==> src/rtl/key_press_filter_pkg.sv <==
// Shared state encoding, default timing parameters and counter widths for the key press filter.
package key_press_filter_pkg;

  typedef enum logic [1:0] {
    IDLE         = 2'b00,
    PRESS_WAIT   = 2'b01,
    PRESSED      = 2'b10,
    RELEASE_WAIT = 2'b11
  } key_state_e;

  localparam int DEFAULT_DEBOUNCE_CYCLES = 4;
  localparam int DEFAULT_REPEAT_DELAY    = 32;
  localparam int DEFAULT_REPEAT_PERIOD   = 8;

  localparam int DEBOUNCE_WIDTH = 8;
  localparam int HOLD_WIDTH     = 16;

  // A period at or above the delay cannot be expressed as a reload; fall back to zero.
  function automatic int repeat_reload(input int delay, input int period);
    return (period < delay) ? (delay - period) : 0;
  endfunction

endpackage

==> src/rtl/key_press_filter_cycle_counter.sv <==
// Loadable up-counter with synchronous clear and enable; saturates instead of wrapping.
module cycle_counter
  import key_press_filter_pkg::*;
#(
  parameter int WIDTH = HOLD_WIDTH
) (
  input  logic             clk,
  input  logic             reset,
  input  logic             clear,
  input  logic             load,
  input  logic [WIDTH-1:0] load_value,
  input  logic             enable,
  output logic [WIDTH-1:0] count
);

  localparam logic [WIDTH-1:0] ONE = {{(WIDTH-1){1'b0}}, 1'b1};

  always_ff @(posedge clk or negedge reset) begin
    if (!reset) begin
      count <= '0;
    end else if (clear) begin
      count <= '0;
    end else if (load) begin
      count <= load_value;
    end else if (enable && (count != '1)) begin
      count <= count + ONE;
    end
  end

endmodule

==> src/rtl/key_press_filter.sv <==
// Debounces an already-synchronized key level and produces press/release pulses,
// the debounced level and an auto-repeat pulse while the key stays down.
module key_press_filter
  import key_press_filter_pkg::*;
#(
  parameter int DEBOUNCE_CYCLES = DEFAULT_DEBOUNCE_CYCLES,
  parameter int REPEAT_DELAY    = DEFAULT_REPEAT_DELAY,
  parameter int REPEAT_PERIOD   = DEFAULT_REPEAT_PERIOD
) (
  input  logic clk,
  input  logic reset,
  input  logic filtered_data,
  output logic press,
  output logic release_pulse,
  output logic held,
  output logic repeat_pulse
);

  localparam logic [DEBOUNCE_WIDTH-1:0] DEBOUNCE_TARGET = DEBOUNCE_WIDTH'(DEBOUNCE_CYCLES);
  localparam logic [DEBOUNCE_WIDTH-1:0] DEBOUNCE_ONE    = DEBOUNCE_WIDTH'(1);
  localparam logic [HOLD_WIDTH-1:0]     REPEAT_HIT      = HOLD_WIDTH'(REPEAT_DELAY - 1);
  localparam logic [HOLD_WIDTH-1:0]     REPEAT_RELOAD   =
    HOLD_WIDTH'(repeat_reload(REPEAT_DELAY, REPEAT_PERIOD));

  key_state_e state;
  key_state_e next_state;
  logic [DEBOUNCE_WIDTH-1:0] debounce_count;
  logic [DEBOUNCE_WIDTH-1:0] next_debounce_count;
  logic [DEBOUNCE_WIDTH-1:0] debounce_inc;
  logic [HOLD_WIDTH-1:0]     hold_count;
  logic enter_pressed;
  logic enter_idle;
  logic repeat_hit;

  assign debounce_inc = debounce_count + DEBOUNCE_ONE;
  assign repeat_hit   = (state == PRESSED) && (hold_count == REPEAT_HIT);

  // The debounce count is always zero in IDLE and PRESSED, so each settled state
  // shares its logic with its wait state; a target of 1 skips the wait state.
  always_comb begin
    next_state          = state;
    next_debounce_count = '0;
    enter_pressed       = 1'b0;
    enter_idle          = 1'b0;
    case (state)
      IDLE, PRESS_WAIT: begin
        if (!filtered_data) begin
          next_state = IDLE;
        end else if (debounce_inc == DEBOUNCE_TARGET) begin
          next_state    = PRESSED;
          enter_pressed = 1'b1;
        end else begin
          next_state          = PRESS_WAIT;
          next_debounce_count = debounce_inc;
        end
      end
      PRESSED, RELEASE_WAIT: begin
        if (filtered_data) begin
          next_state = PRESSED;
        end else if (debounce_inc == DEBOUNCE_TARGET) begin
          next_state = IDLE;
          enter_idle = 1'b1;
        end else begin
          next_state          = RELEASE_WAIT;
          next_debounce_count = debounce_inc;
        end
      end
      default: next_state = IDLE;
    endcase
  end

  // Outputs are registered from the transition decisions; a repeat is dropped when
  // the key starts releasing on the same edge, so it never lands outside PRESSED.
  always_ff @(posedge clk or negedge reset) begin
    if (!reset) begin
      state          <= IDLE;
      debounce_count <= '0;
      press          <= 1'b0;
      release_pulse  <= 1'b0;
      held           <= 1'b0;
      repeat_pulse   <= 1'b0;
    end else begin
      state          <= next_state;
      debounce_count <= next_debounce_count;
      press          <= enter_pressed;
      release_pulse  <= enter_idle;
      held           <= (next_state == PRESSED) || (next_state == RELEASE_WAIT);
      repeat_pulse   <= repeat_hit && filtered_data;
    end
  end

  cycle_counter #(
    .WIDTH(HOLD_WIDTH)
  ) hold_counter (
    .clk        (clk),
    .reset      (reset),
    .clear      (enter_pressed),
    .load       (repeat_hit),
    .load_value (REPEAT_RELOAD),
    .enable     (state == PRESSED),
    .count      (hold_count)
  );

endmodule

==> config.mk <==
export PLATFORM = sky130hd
export DESIGN_NAME = key_press_filter
export DESIGN_NICKNAME = d
export VERILOG_FILES = /design/src/rtl/key_press_filter_pkg.sv /design/src/rtl/key_press_filter_cycle_counter.sv /design/src/rtl/key_press_filter.sv
export SDC_FILE = /design/constraint.sdc
export NUM_CORES = 1
export LEC_CHECK = 0
export BUFFER_PORTS_ARGS = -buffer_cell sky130_fd_sc_hd__buf_2
export CAP_MARGIN = 10
export CORE_ASPECT_RATIO = 0.6
export CORE_MARGIN = 4
export CORE_UTILIZATION = 55
export CTS_CLUSTER_DIAMETER = 100
export DETAILED_ROUTE_END_ITERATION = 8
export PLACE_DENSITY = 0.8
export SLEW_MARGIN = 20
export SYNTH_ARGS = -nofsm -noshare
export SYNTH_HDL_FRONTEND = slang
export SYNTH_HIERARCHICAL = 1
export SYNTH_SLANG_ARGS = --single-unit
export TNS_END_PERCENT = 1
==> constraint.sdc <==
create_clock -name clk -period 2.5 [get_ports clk]
set_input_delay 0.25 -clock clk [delete_from_list [all_inputs] [get_ports clk]]
set_output_delay 0.25 -clock clk [all_outputs]
set_load 0.05 [all_outputs]
==> flow_metrics.tcl, run 1 <==
set metrics [dict create \
    synth_area_leader_cell "dfrtp_1" \
    dpl-instance-area_sq_um 1939 \
    cts_buffers 5 \
    cp_num_buf_inv 0 \
    grt_max_degree 30 \
    routed_wl_microns 4524 \
    r2r_cells 9 \
    cts.sink_count 29 \
    fin_hold_ws_ps -9.759 \
    p_seq_share_pct 46.6 \
    antenna_found_initial 0 \
    switching_share_pct 37.84 \
    violations "negative hold slack" \
    final_cells 257 \
    fmax_ghz 0.4195 \
    period_share_pct 95.35 \
    static-leakage-power_nw 0.8148 \
    cts-root-buf "clkbuf_8" \
    critPathTopFamily "simple AND/OR/NAND/NOR gates" \
    grt_pass1_vias 1569 \
    crit_path_max_fanout 10 \
    path_cells "ha_2 -> o21ai_0 -> nand3_1 -> a211oi_2 -> and3b_2 -> nor2_1 -> or4b_1 -> or3_1 -> nand3_1" \
    wire_per_inst_microns 17.60 \
    p_int_mw 1.152 \
    cpMaxStageDelayCell "dfrtp_2" \
    cap_violations 0 \
    path_clk_slew_ps 60 \
    r2r_slack_ps 120 \
    worstSetupPathType "flip-flop to flip-flop" \
    crit_path_end_kind "flip-flop" \
    synthCells 189 \
    hold_violations 25 \
    cp_common_cell "nand3_1" \
    r2r-end "hold_counter/count[15]$_DFFE_PN0P_" \
    finalSetupTns_ps 0 \
    fin_nets 220 \
    power.share.clock_pct 27.6 \
    setup_viol 0 \
    min_period_ps 2384 \
    clock_skew_ps 5.979 \
    clk_latency_ps 290 \
    power.density_nw_per_um2 893.8 \
    ys_warn_count 6 \
    fp.dieH_microns 52.23 \
    p_total_mw 1.854 \
    synth-async-reset-ratio_pct 100.0 \
    yosysSeqAreaShare_pct 40.47 \
    p_sw_uw 701.6 \
    drive_above_1_share_pct 17.67 \
    combinationalPowerShare_pct 25.8 \
    fp-row-count 15 \
    core_sq_um 2984 \
    synth-edff-count 0 \
    h-tree-depth 2 \
    vias 1619 \
    fin_area_sq_um 2074 \
    synth.top_cell.area_share_pct 40.47 \
    cp.arrival_ps 2610 \
    drcViolationCount 0 \
    drt_iter0_markers 136 \
    antenna-diode-count 0 \
    numPortBuffers 6 \
    via_per_inst 6.300 \
    avgSynthCellArea_sq_um 9.487 \
    synthDistinctLibCells 52 \
    design.die.area_sq_um 4267 \
    ys_top_cells_by_count "dfrtp_1, nor2_1, nand3_1, nand2_1, nand4_1" \
    grt_overflow 0 \
    worst_pin_slew_ps 820.5 \
    max_stage_delay_ps 460 \
    clockBufferDepth 2 \
    synth_top_flop_cell "dfrtp_1" \
    synth_most_common_cell "dfrtp_1" \
    slew_viol_final 0 \
    status "finished with violations" \
    grt_pass1_wl_microns 7714 \
    dp_cells 249 \
    cts_tree "done" \
    die_x_microns 81.71 \
    syn_area_sq_um 1793 \
    ctsHoldBuffers 0 \
    drt_pre_antenna_iters 4 \
    track_usage_pct 24.51 \
    yosys_register_bits 29 \
    critPathLaunchType "flip-flop" \
    worstReg2RegStart "debounce_count[0]$_DFF_PN0_" \
    vdd_ir_drop_max_mv 0.5354 \
    hold_class "input pin to asynchronous set/reset pin" \
    crit_required_ps 2720 \
    antenna_left 0 \
    timing.slew.headroom_pct 44.79 \
    start_util_pct 60.08 \
    area_delta_synth_final_pct 15.70 \
    io_pins 7 \
    gp_congestion 0.9467 \
    dp.final_hpwl_microns 3134 \
    synth.area.top_cells "dfrtp_1, nor2_1, nand3_1" \
]
==> layout make-up <==
class                   instances  area [sq um]
flip-flops and latches         29         729.5
well taps                      42         52.55
multi-input cells             160          1079
inverters                       6         22.52
fillers                       227         909.6
clock buffers                   7         86.33
clock inverters                 1         30.03
repair buffers                 12         75.07
==> worst max-delay path by stage <==
stage,startpoint,endpoint,slack [ps],cells past startpoint
global route,debounce_count[0]$_DFF_PN0_,hold_counter/count[15]$_DFFE_PN0P_,-0.5,9
floorplan,debounce_count[1]$_DFF_PN0_,hold_counter/count[15]$_DFFE_PN0P_,60,10
global placement,debounce_count[0]$_DFF_PN0_,hold_counter/count[15]$_DFFE_PN0P_,230,9
detailed placement,debounce_count[0]$_DFF_PN0_,hold_counter/count[15]$_DFFE_PN0P_,4,9
finish,debounce_count[0]$_DFF_PN0_,hold_counter/count[15]$_DFFE_PN0P_,120,9
CTS,debounce_count[0]$_DFF_PN0_,hold_counter/count[15]$_DFFE_PN0P_,50,9
==> registers in the layout, summed over array words and instances, names as in the netlist <==
name and count:
held 1, release_pulse 1, hold_counter/count 16, state 1
repeat_pulse 1, press 1, debounce_count 8
==> metrics by stage <==
stage	utilization, %	setup WS, ps
floorplan	-	61.46
finish	69.52	116.3
detailed placement	64.99	3.570
global route	69.52	-0.4501
global placement	64.99	233.4
CTS	68.97	49.61
==> what timing repair did <==
item	in CTS	in global routing
hold endpoints to repair	0	0
cloned	0	0
endpoints found under the setup margin	1	2
buffers inserted	0	0
resized for setup	1	5
pin swaps	0	0
==> logic make-up after synthesis <==
group                    share of synthesized area, %
AND/OR/NAND/NOR                                 32.66
multiplexers                                   0.8372
adder cells (fa/ha/maj)                         2.094
AO/OA/AOI/OAI                                   16.47
flip-flops                                      40.47
buffers and inverters                           3.140
XOR/XNOR                                        3.908
other                                          0.4189
==> power groups by stage <==
stage | combinational, mW | clock [mW] | sequential, mW
5_1_grt | 0.532 | 0.540 | 0.892
2_1_floorplan | 0.363 | 0 | 0.796
3_3_place_gp | 0.447 | 0 | 0.827
3_5_place_dp | 0.463 | 0 | 0.851
6_report | 0.478 | 0.512 | 0.864
4_1_cts | 0.468 | 0.519 | 0.845
==> routing by layer <==
metal | vias to the layer above | track usage [%] | routed length, microns
li1 | 763 | - | -
met1 | 765 | 32.50 | 2006
met2 | 79 | 35.95 | 1934
met3 | 12 | 8.076 | 482
met4 | 0 | 11.88 | 101
met5 | - | 0 | 0
==> cells in the final DEF, fill, tap and decap left out, drive strengths merged, types with 3 or more instances in the layout <==
master / count
and4: 5
nor4b: 4
clkbuf: 7
nor3: 3
nand2: 10
inv: 6
nand3: 11
a311oi: 6
ha: 3
nor4: 6
conb: 16
xnor2: 3
nor2b: 3
buf: 12
o21ai: 10
dfrtp: 29
or3: 7
a21oi: 4
or4: 4
nand4: 10
xor2: 5
a2111oi: 3
nor2: 19
Note: power is estimated with default switching activity, not from simulation.
==> run 2: changes to the inputs <==
--- a/config.mk
+++ b/config.mk
@@ -13,6 +13,7 @@
 export CTS_CLUSTER_DIAMETER = 100
 export DETAILED_ROUTE_END_ITERATION = 8
 export PLACE_DENSITY = 0.8
+export REMOVE_ABC_BUFFERS = 1
 export SLEW_MARGIN = 20
 export SYNTH_ARGS = -nofsm -noshare
 export SYNTH_HDL_FRONTEND = slang
==> constraint.sdc (replaced) <==
create_clock -name clk -period 2.1 [get_ports clk]
set_input_delay 0.21 -clock clk [delete_from_list [all_inputs] [get_ports clk]]
set_output_delay 0.21 -clock clk [all_outputs]
set_load 0.05 [all_outputs]
==> flow_metrics.tcl, run 2 (synthesis gave the netlist of run 1 again) <==
set metrics [dict create \
    cts_tree "done" \
    critPathTopFamily "simple AND/OR/NAND/NOR gates" \
    p_total_mw 2.341 \
    reg_top3 "hold_counter/count x16, debounce_count x8" \
    switching_share_pct 36.54 \
    cts_buffers 5 \
    die_x_microns 81.71 \
    status "finished with violations" \
    track_usage_pct 25.41 \
    worst_pin_slew_ps 721.4 \
    nFillCells 206 \
    grt_overflow 0 \
    cts.sink_count 29 \
    cts-root-buf "clkbuf_8" \
    grt_pass1_wl_microns 8121 \
    timing.slew.headroom_pct 51.56 \
    grt_max_degree 30 \
    dp_cells 270 \
    hold_class "input pin to flip-flop" \
    cp_num_buf_inv 1 \
    drt_iter0_markers 143 \
    drive_above_1_share_pct 27.00 \
    p_seq_share_pct 41.4 \
    pre_cts_slack_ps -159.8 \
    final_cell_mix "buf_4, dfrtp_1, nor2_1" \
    setup_viol 4 \
    worst_slack_ps -163.9 \
    crit_path_max_fanout 5 \
    path_cells "buf_4 -> ha_1 -> nand3_1 -> a211oi_2 -> and3b_2 -> nor2_2 -> or4b_1 -> or3_1 -> nand3_1" \
    drcViolationCount 0 \
    largest_reg_flops 16 \
    highest_layer "met4" \
    violations "negative setup slack" \
    path_clk_slew_ps 70 \
    gp_congestion 0.9196 \
    final_cells 279 \
    wire_per_inst_microns 17.19 \
    vdd_ir_drop_max_mv 0.7416 \
    p_int_mw 1.486 \
    numPortBuffers 6 \
    antenna_found_initial 0 \
    h-tree-depth 2 \
    area_delta_synth_final_pct 26.59 \
    vias 1714 \
    fin_hold_ws_ps 221.9 \
    hold_violations 0 \
    wl_met1_microns 2226 \
    crit_required_ps 2310 \
    largest-register "hold_counter/count" \
    via_per_inst 6.143 \
    met3_length_microns 360 \
    routed_wl_microns 4796 \
    dr_wl_met2_microns 2088 \
    layout_commonest_cell "buf_4" \
    cpMaxStageDelayCell "or4b_1" \
    core_sq_um 2984 \
    static-leakage-power_nw 0.9246 \
    drt_pre_antenna_iters 5 \
    clockBufferDepth 2 \
    cap_violations 0 \
    grt_pass1_vias 1726 \
    period_share_pct 107.8 \
    cp_common_cell "nand3_1" \
    max_stage_delay_ps 460 \
    clk_latency_ps 280 \
    crit_path_end_kind "flip-flop" \
    final_util_pct 76.06 \
    fin_nets 242 \
    cp.arrival_ps 2480 \
    start_util_pct 60.08 \
    design.die.area_sq_um 4267 \
    worstSetupPathType "flip-flop to flip-flop" \
    slew_viol_final 0 \
    clock_skew_ps 7.979 \
    io_pins 7 \
    min_period_ps 2264 \
    power.share.clock_pct 25.6 \
    power.density_nw_per_um2 1032 \
    critPathLaunchType "flip-flop" \
    grt_setup_unrepaired "yes" \
    antenna_left 0 \
    dp.final_hpwl_microns 3404 \
    fp.dieH_microns 52.23 \
    fmax_ghz 0.4417 \
    antenna-diode-count 0 \
    combinationalPowerShare_pct 33.0 \
    p_sw_uw 855.5 \
    fp-row-count 15 \
]
run 2: layout make-up:
cell class,instances,area [sq um],share of cell area [%]
clock inverter,1,30.03,1.323
sequential,29,730.7,32.19
multi-input combinational,160,1105,48.68
tap,42,52.55,2.315
clock buffer,7,86.33,3.804
inverter,6,22.52,0.9923
timing repair buffer,34,242.7,10.69
run 2: through the flow:
| step | area [sq um] | setup TNS, ps |
|---|---|---|
| after detailed placement | 2097 | -228.9 |
| after global routing | 2270 | -852.9 |
| after global placement | 2097 | 0 |
| final | 2270 | -272.0 |
| after floorplan | 1812 | -8105 |
| after CTS | 2253 | -96.44 |
run 2: power by group through the flow:
stage	logic (mW)	registers, mW	clock network (mW)
4_1_cts	0.743	0.959	0.604
5_1_grt	0.849	0.992	0.629
6_report	0.773	0.968	0.600
3_5_place_dp	0.734	0.952	0
3_3_place_gp	0.700	0.931	0
2_1_floorplan	0.408	0.960	0
run 2: final timing paths:
path	endpoint	cells after the start	start	slack [ps]
min in group asynchronous	debounce_count[2]$_DFF_PN0_	2	reset	500
setup reg to reg	hold_counter/count[15]$_DFFE_PN0P_	9	debounce_count[0]$_DFF_PN0_	-160
hold / removal	repeat_pulse$_DFF_PN0_	2	filtered_data	220
hold reg to reg	hold_counter/count[0]$_DFFE_PN0P_	2	hold_counter/count[0]$_DFFE_PN0P_	620
setup / recovery	hold_counter/count[15]$_DFFE_PN0P_	9	debounce_count[0]$_DFF_PN0_	-160
max in group asynchronous	hold_counter/count[0]$_DFFE_PN0P_	2	reset	1120
run 2: routing by layer:
layer | up-vias | GRT usage, %
li1 | 801 | -
met1 | 829 | 35.01
met2 | 70 | 38.65
met3 | 14 | 6.357
met4 | 0 | 9.669
met5 | - | 0
run 2: worst register-to-register path, stage by stage (launching register included):
cell      delay (ps)
dfrtp_2          450
buf_4            170
ha_1             200
nand3_1          100
a211oi_2          60
and3b_2          230
nor2_2           100
or4b_1           460
or3_1            330
nand3_1          100
run 2: repair_timing:
item,CTS,global route
gates resized for setup,8,4
endpoints found under the hold margin,29,0
endpoints found under the setup margin,4,13
hold buffers,1,0
pin swaps,2,1
gates cloned,0,0
buffers inserted,0,0
==> run 3: changes to the inputs <==
--- a/config.mk
+++ b/config.mk
@@ -6,14 +6,14 @@
 export NUM_CORES = 1
 export LEC_CHECK = 0
 export BUFFER_PORTS_ARGS = -buffer_cell sky130_fd_sc_hd__buf_2
-export CAP_MARGIN = 10
+export CAP_MARGIN = 15
 export CORE_ASPECT_RATIO = 0.6
 export CORE_MARGIN = 4
 export CORE_UTILIZATION = 55
 export CTS_CLUSTER_DIAMETER = 100
 export DETAILED_ROUTE_END_ITERATION = 8
 export PLACE_DENSITY = 0.8
-export REMOVE_ABC_BUFFERS = 1
+export SETUP_SLACK_MARGIN = 0.4
 export SLEW_MARGIN = 20
 export SYNTH_ARGS = -nofsm -noshare
 export SYNTH_HDL_FRONTEND = slang
==> flow_metrics.tcl, run 3 (synthesis gave the netlist of run 1 again) <==
set metrics [dict create \
    antenna_found_initial 0 \
    worstSetupPathType "flip-flop to flip-flop" \
    die_x_microns 81.71 \
    violations "negative setup slack" \
    path_clk_slew_ps 60 \
    cts-root-buf "clkbuf_8" \
    antenna_left 0 \
    largest_reg_flops 16 \
    r2r_cells 9 \
    setup_viol 8 \
    cts_buffers 5 \
    track_usage_pct 32.75 \
    via_per_inst 6.941 \
    grt_max_degree 30 \
    fin_nets 252 \
    largest-register "hold_counter/count" \
    hold_class "input pin to flip-flop" \
    min_path_cells 2 \
    finalSetupTns_ps -1087 \
    clk_latency_ps 290 \
    power.density_nw_per_um2 1021 \
    cts.sink_count 29 \
    core_sq_um 2984 \
    vdd_ir_drop_max_mv 0.6476 \
    design.die.area_sq_um 4267 \
    routed_wl_microns 6507 \
    min_period_ps 2383 \
    drt_pre_antenna_iters 7 \
    cts_tree "done" \
    drt_iter0_markers 307 \
    crit_path_end_kind "flip-flop" \
    critPathLaunchType "flip-flop" \
    grt_setup_unrepaired "yes" \
    clock_skew_ps 3.882 \
    gp_congestion 0.9507 \
    static-leakage-power_nw 1.007 \
    grt_pass1_wl_microns 10070 \
    crit_required_ps 2320 \
    antenna-diode-count 0 \
    start_util_pct 60.08 \
    layout_commonest_cell "buf_4" \
    drive_above_1_share_pct 36.03 \
    worst_slack_ps -282.8 \
    timing.slew.headroom_pct 38.05 \
    worst_pin_slew_ps 922.7 \
    slew_viol_final 0 \
    cap_violations 0 \
    vias 2006 \
    status "finished with violations" \
    final_cell_mix "buf_4, dfrtp_1, nor2_1, conb_1, nand2_1" \
    area_delta_synth_final_pct 38.17 \
    grt_pass1_vias 1925 \
    reg_top3 "hold_counter/count x16, debounce_count x8" \
    nFillCells 149 \
    final_cells 289 \
    r2r_slack_ps -280 \
    dp.final_hpwl_microns 3576 \
    fmax_ghz 0.4197 \
    cp.arrival_ps 2600 \
    fp-row-count 15 \
    hold_violations 0 \
    clockBufferDepth 2 \
    dp_cells 276 \
    wire_per_inst_microns 22.52 \
    h-tree-depth 2 \
    numPortBuffers 6 \
    grt_overflow 0 \
    fp.dieH_microns 52.23 \
    io_pins 7 \
    drcViolationCount 0 \
    period_share_pct 113.5 \
    crit_path_max_fanout 6 \
]
run 3: changes by cell type in the layout (fill, tap and decap cells not counted), sizes merged:
cell and delta:
bufinv -1, clkinv +1, buf +10
run 3: final timing paths:
kind,startpoint,to
max reg2reg,debounce_count[1]$_DFF_PN0_,hold_counter/count[15]$_DFFE_PN0P_
min reg2reg,debounce_count[0]$_DFF_PN0_,debounce_count[0]$_DFF_PN0_
min in group asynchronous,reset,press$_DFF_PN0_
min,filtered_data,held$_DFF_PN0_
max in group asynchronous,reset,debounce_count[0]$_DFF_PN0_
max,debounce_count[1]$_DFF_PN0_,hold_counter/count[15]$_DFFE_PN0P_
run 3: metal layers:
layer	up-vias	track usage (%)	share of wire, %
li1	822	-	-
met1	930	42.81	39
met2	191	51.22	42
met3	63	9.622	12
met4	0	12.98	6.7
met5	-	0	0
run 3: worst max-delay path: stages, from the launching register on:
cell      delay (ps)
dfrtp_2          450
buf_4            140
nand3b_1         150
a31oi_4          230
a211oi_4          50
and3b_2          260
nor2_4           110
or4b_4           470
or3_4            360
nand3_2          100
run 3: power by group:
group / leakage (nW) / internal [mW] / switching (mW) / total, mW
Combinational: 0.601 / 0.488 / 0.556 / 1.04
Sequential: 0.352 / 0.722 / 0.250 / 0.972
Clock: 0.0542 / 0.296 / 0.218 / 0.513
Total: 1.01 / 1.51 / 1.02 / 2.53
run 3: final cells by class:
type	instances	area (sq um)	share of cell area [%]
Tap cell	42	52.55	2.121
Inverter	6	22.52	0.9091
Clock inverter	1	5.005	0.2020
Clock buffer	7	96.34	3.889
Multi-Input combinational cell	160	1226	49.50
Sequential cell	29	729.5	29.44
Timing Repair Buffer	44	345.3	13.94
run 3: per-stage QoR:
stage          setup slack [ps]  util, %  hold WS [ps]  instance area (sq um)  total power [mW]
2_1_floorplan            -170.1        -        -85.59                   1906             1.430
3_3_place_gp             -106.4    73.54         255.5                   2195             1.715
3_5_place_dp             -273.7    73.54         267.1                   2195             1.779
4_1_cts                  -160.0    80.92         224.7                   2415             2.402
5_1_grt                  -312.9    83.02         240.8                   2477             2.641
6_report                 -282.8    83.02         258.7                   2477             2.529
run 3: repair_timing:
item / CTS / global route
gates resized for setup: 15 / 14
buffers inserted: 4 / 0
hold buffers: 1 / 0
pin swaps: 7 / 6
hold endpoints to repair: 29 / 0
setup endpoints to repair: 19 / 21
